File: src/rtl/exec_pkg.sv
// Shared definitions for the execution stage: opcode encoding, FSM states and
// the multiplier iteration count.
package exec_pkg;

  localparam int MUL_ITERS = 8;

  typedef enum logic [2:0] {
    OP_FWD = 3'b000,
    OP_ADD = 3'b001,
    OP_AND = 3'b010,
    OP_OR  = 3'b011,
    OP_MUL = 3'b100,
    OP_SLL = 3'b101,
    OP_SRL = 3'b110,
    OP_SRA = 3'b111
  } opcode_e;

  typedef enum logic [1:0] {
    S_IDLE,
    S_RUN,
    S_DONE
  } state_e;

  // Shift counts above 7 saturate to a full-width shift.
  function automatic logic [3:0] shift_count(input logic [7:0] amount);
    return (amount[7:3] == 5'd0) ? {1'b0, amount[2:0]} : 4'd8;
  endfunction

endpackage

File: src/rtl/exec_unit_mul.sv
// seq_mul8: iterative 8x8 shift-add multiplier keeping only the low product
// byte; one multiplier bit is consumed per step.
module seq_mul8 (
  input  logic       CLK,
  input  logic       load,
  input  logic       step,
  input  logic [7:0] a,
  input  logic [7:0] b,
  output logic [7:0] partial
);

  logic [7:0] acc_q;
  logic [7:0] mcand_q;
  logic [7:0] mplier_q;

  // Partial product after the step currently being taken.
  assign partial = acc_q + (mplier_q[0] ? mcand_q : 8'h00);

  // NOTE: pure datapath registers that are always loaded before use, so they carry no reset.
  always_ff @(posedge CLK) begin
    if (load) begin
      acc_q    <= 8'h00;
      mcand_q  <= a;
      mplier_q <= b;
    end else if (step) begin
      acc_q    <= partial;
      mcand_q  <= mcand_q << 1;
      mplier_q <= mplier_q >> 1;
    end
  end

endmodule

File: src/rtl/exec_unit.sv
// Execution stage feeding the register file write port. Define EXEC_MUL_EN to
// build the iterative multiplier; otherwise opcode MUL raises ERR.
module exec_unit
  import exec_pkg::*;
#(
  parameter int DW = 8,
  parameter int AW = 3
) (
  input  logic          CLK,
  input  logic          RESET,
  input  logic          START,
  input  logic [2:0]    OPCODE,
  input  logic [DW-1:0] DATA1,
  input  logic [DW-1:0] DATA2,
  input  logic [AW-1:0] DEST,
  output logic          BUSY,
  output logic [DW-1:0] RESULT,
  output logic [AW-1:0] WRADDR,
  output logic          WRITE,
  output logic          ZERO,
  output logic          ERR
);

  state_e        state;
  opcode_e       op_q;
  logic [AW-1:0] dest_q;
  logic [DW-1:0] sh_q;
  logic [3:0]    cnt_q;
  logic [3:0]    last_q;

  opcode_e       op_in;
  logic [3:0]    n_in;
  logic          is_shift_in;
  logic          is_mul_in;
  logic [DW-1:0] quick_res;
  logic [DW-1:0] sh_next;
  logic [DW-1:0] run_res;
  logic [DW-1:0] mul_next;

  assign op_in       = opcode_e'(OPCODE);
  assign n_in        = shift_count(DATA2);
  assign is_shift_in = op_in inside {OP_SLL, OP_SRL, OP_SRA};
  assign is_mul_in   = (op_in == OP_MUL);

`ifdef EXEC_MUL_EN
  seq_mul8 u_mul (
    .CLK     (CLK),
    .load    (START && (state != S_RUN) && is_mul_in),
    .step    ((state == S_RUN) && (op_q == OP_MUL)),
    .a       (DATA1),
    .b       (DATA2),
    .partial (mul_next)
  );
`else
  assign mul_next = '0;
`endif

  // Ops that finish on the accepting edge; a zero-count shift forwards DATA1.
  // NOTE: every always_comb output gets a default first so no latch is inferred.
  always_comb begin
    quick_res = DATA1;
    case (op_in)
      OP_FWD:  quick_res = DATA2;
      OP_ADD:  quick_res = DATA1 + DATA2;
      OP_AND:  quick_res = DATA1 & DATA2;
      OP_OR:   quick_res = DATA1 | DATA2;
      default: quick_res = DATA1;
    endcase
  end

  always_comb begin
    sh_next = {sh_q[DW-1], sh_q[DW-1:1]};
    case (op_q)
      OP_SLL:  sh_next = sh_q << 1;
      OP_SRL:  sh_next = sh_q >> 1;
      default: sh_next = {sh_q[DW-1], sh_q[DW-1:1]};
    endcase
    run_res = (op_q == OP_MUL) ? mul_next : sh_next;
  end

  // NOTE: state and registered outputs use non-blocking assignments only.
  always_ff @(posedge CLK) begin
    if (RESET) begin
      state  <= S_IDLE;
      op_q   <= OP_FWD;
      dest_q <= '0;
      sh_q   <= '0;
      cnt_q  <= '0;
      last_q <= '0;
      BUSY   <= 1'b0;
      RESULT <= '0;
      WRADDR <= '0;
      WRITE  <= 1'b0;
      ZERO   <= 1'b0;
      ERR    <= 1'b0;
    end else begin
      WRITE <= 1'b0;
      ERR   <= 1'b0;
      case (state)
        S_RUN: begin
          sh_q  <= sh_next;
          cnt_q <= cnt_q + 4'd1;
          if (cnt_q == last_q) begin
            state  <= S_DONE;
            BUSY   <= 1'b0;
            WRITE  <= 1'b1;
            WRADDR <= dest_q;
            RESULT <= run_res;
            ZERO   <= (run_res == '0);
          end
        end
        default: begin
          // IDLE and DONE both accept a new request.
          if (START) begin
            op_q   <= op_in;
            dest_q <= DEST;
            sh_q   <= DATA1;
            cnt_q  <= 4'd0;
            if (is_mul_in) begin
`ifdef EXEC_MUL_EN
              state  <= S_RUN;
              BUSY   <= 1'b1;
              last_q <= 4'(MUL_ITERS - 1);
`else
              state <= S_DONE;
              ERR   <= 1'b1;
`endif
            end else if (is_shift_in && (n_in != 4'd0)) begin
              state  <= S_RUN;
              BUSY   <= 1'b1;
              last_q <= n_in - 4'd1;
            end else begin
              state  <= S_DONE;
              WRITE  <= 1'b1;
              WRADDR <= DEST;
              RESULT <= quick_res;
              ZERO   <= (quick_res == '0);
            end
          end else begin
            state <= S_IDLE;
          end
        end
      endcase
    end
  end

endmodule
File: config.mk
export PLATFORM = sky130hd
export DESIGN_NAME = exec_unit
export DESIGN_NICKNAME = d
export VERILOG_FILES = /design/src/rtl/exec_pkg.sv /design/src/rtl/exec_unit_mul.sv /design/src/rtl/exec_unit.sv
export SDC_FILE = /design/constraint.sdc
export NUM_CORES = 1
export LEC_CHECK = 0
export BUFFER_PORTS_ARGS = -buffer_cell sky130_fd_sc_hd__buf_2
export CORE_MARGIN = 1.5
export CORE_UTILIZATION = 35
export DETAILED_ROUTE_END_ITERATION = 8
export PLACE_DENSITY_LB_ADDON = 0.1
export SYNTH_ARGS = -nofsm -noshare
export SYNTH_HDL_FRONTEND = slang
export SYNTH_SLANG_ARGS = --single-unit
File: constraint.sdc
create_clock -name CLK -period 2.6 [get_ports CLK]
set_clock_uncertainty 0.1 [all_clocks]
set_input_delay 0.13 -clock CLK [delete_from_list [all_inputs] [get_ports CLK]]
set_output_delay 0.13 -clock CLK [all_outputs]
set_load 0.1 [all_outputs]
==> results.ini <==
[status]
status=completed

[grt]
use_met2_pct=32.7
grt.total_usage_pct=20.0
grt_max_degree=38
use_met1_pct=28.2
grt_pass1_vias=2574
groute.layer.met3.usage_pct=3.07
globalRoute.totalOverflow=0
grt_pass1_wl_um=13400
grt_antenna_before_repair=0
top_usage_layer=met2

[critical_path]
arrival_ns=2.50
startpoint_type=primary input
reg2reg_to=RESULT[4]
cp-startpoint=DATA1[0]
worst-setup-path-type=primary input to flop
crit_path_end=ZERO
critPathCaptureType=flop
rr_startpoint=state[1]
reg2reg_depth=7
worstPathMaxFanout=5
worstPathRequired_ns=2.71
rrSetupSlack_ns=0.43

[min_path]
hold_class=primary input to flop

[clock_network]
htreeDepth=2
cts_sinks=39
clock_path_buffers=2
cts_root_buf=clkbuf_8
post_cts_buffers=0
post_cts_resized=0
cts_buffers=5
clock_latency_ns=0.29
clkTransAtPathRegs_ns=0.08
cts_tree=built
hold_buffers=3

[synth]
ys_types=61
synthesis.area_um2=2790
syn_area_per_cell_um2=7.96
yosysTopAreaCell=dfxtp_1
ys_warn_count=0
synth.top_cells.by_area=dfxtp_1 (28%), ha_1 (8.1%), a21oi_1 (6.6%)
yosysMostFrequentCell=nand2_1
async_flop_share_pct=0
synth_cells=350
synth_edf_count=0
yosys.area.top_type_share_pct=28.0
ys.flop_type=dfxtp_1
ys_seq_area_share_pct=28.0
ys_ff_latch=39
yosys-top-cells-count=nand2_1 (45), dfxtp_1 (39), a21oi_1 (37)
syn_nets=394

[sta]
hold_viol_final=0
relSlewSlack_pct=51.5
fmax_mhz=418
slew_violations=0
rsz0062_at_grt=no
fin_crit_ns=2.39
setup-violations-final=0
hold_ws_ns=0.109
worst-slew-pin-transition_ns=0.727
period_share_pct=92.0

[pwr]
switchingPower_mw=0.633
p_leak_nw=1.36
p_int_mw=1.10
power_mw=1.73
pwr-share-seq_pct=38.9
ir_drop_uv=202
power_density_nw_per_um2=533
pwr-share-comb_pct=31.2
switching_share_pct=36.6
clock_power_share_pct=29.8

[place]
gp_congestion=0.800
dpl.cell_count=481
hpwl_um=6100
place.port_buffers=39

[layout]
final_nets=433
drive_gt1_share_pct=19.5
instances_no_fill=492
area_growth_pct=16.5
diodes=0

[detailed_routing]
wire_per_inst_um=16.5
drc_errors=0
drt_iter0_drc=165
drtPass1Iterations=4
avgViaCountPerCell=5.51
postRouteAntennaNets=0
vias=2711
finalWirelength_um=8110

[die]
coreArea_um2=7730
pin_count=40
initial_utilization_pct=36.1
row_count=32
fp.dieW_um=92.2
die_area_um2=8510
die_y_um=92.2

[job]
max-cap-violations=0

flip-flops by register name (all words and copies together), names as in the netlist:
| register | count |
|---|---|
| BUSY | 1 |
| ERR | 1 |
| RESULT | 8 |
| WRADDR | 3 |
| WRITE | 1 |
| ZERO | 1 |
| cnt_q | 4 |
| dest_q | 3 |
| last_q | 4 |
| op_q | 3 |
| sh_q | 8 |
| state | 2 |
cell families (layout without fill, tap and decap cells):
| logic type | Yosys count | after routing | synth area share [%] |
|---|---|---|---|
| muxes | 16 | 16 | 6.33 |
| DFF | 39 | 39 | 28.0 |
| and+or+nand+nor | 125 | 125 | 23.6 |
| adders and majority gates | 19 | 19 | 8.80 |
| xor gates and xnor gates | 7 | 7 | 2.20 |
| AOI/OAI and AO/OA | 103 | 103 | 25.2 |
| buffers and inverters | 41 | 81 | 5.84 |
power groups by stage:
stage | registers, mW | logic, mW | clock network (mW)
2_1_floorplan | 0.817 | 0.264 | 0
3_3_place_gp | 0.688 | 0.533 | 0
3_5_place_dp | 0.688 | 0.535 | 0
4_1_cts | 0.674 | 0.540 | 0.528
5_1_grt | 0.680 | 0.586 | 0.563
6_report | 0.674 | 0.541 | 0.516
cells in the final DEF, fill, tap and decap left out, drive strengths merged, types with 3 or more instances in the layout:
cell | synthesis | layout
nor3b | 3 | 3
clkbuf | 14 | 5
o211ai | 3 | 3
o22ai | 3 | 3
or2 | 6 | 6
nand3 | 7 | 7
buf | 7 | 50
ha | 18 | 18
xnor2 | 7 | 7
a21oi | 37 | 37
a211oi | 14 | 14
a311oi | 4 | 4
nand2 | 45 | 45
nor2b | 10 | 10
and2 | 3 | 3
inv | 20 | 20
nand2b | 5 | 5
nor3 | 5 | 5
a211o | 4 | 4
mux2i | 12 | 12
mux2 | 3 | 3
dfxtp | 39 | 39
nor2 | 22 | 22
or3 | 3 | 3
a221oi | 9 | 9
dlygate4sd3 | 0 | 3
o21ai | 9 | 9
per-stage QoR:
step | utilization (%) | setup slack, ns | instance area [um^2] | setup TNS [ns]
5_1_grt | 42.0 | 0.0742 | 3250 | 0
6_report | 42.0 | 0.208 | 3250 | 0
3_3_place_gp | 40.2 | -0.0501 | 3100 | -0.0642
2_1_floorplan | - | 0.281 | 2790 | 0
4_1_cts | 42.0 | 0.232 | 3250 | 0
3_5_place_dp | 40.2 | -0.0628 | 3100 | -0.0823
layer usage:
metal | vias up | part of all wire [%]
met5 | - | 0
met4 | 0 | 0.52
met3 | 7 | 4.8
met2 | 70 | 46
met1 | 1286 | 48
li1 | 1348 | -
worst min-delay path by stage:
stage	from	endpoint	cells past startpoint
detailed placement	DEST[2]	dest_q[2]	3
global route	DATA2[0]	last_q[3]	3
CTS	DATA2[0]	last_q[3]	3
finish	DATA2[0]	last_q[3]	3
floorplan	DEST[0]	dest_q[0]	2
global placement	DEST[2]	dest_q[2]	3
cell type report:
cell class	instances	area (um^2)
Multi-Input combinational cell	270	1840
Inverter	20	75.1
Fill cell	793	4480
Tap cell	102	128
Timing Repair Buffer	53	308
Clock inverter	3	43.8
Clock buffer	5	68.8
Sequential cell	39	781
worst max-delay path, stage by stage:
cell      delay, ns
buf_2          0.14
ha_1           0.28
fa_1           0.43
a21o_1         0.20
a221oi_1       0.31
xnor2_1        0.12
a221oi_1       0.50
a41oi_1        0.19
nor3_1         0.21
(Power assumes the default switching activity.)
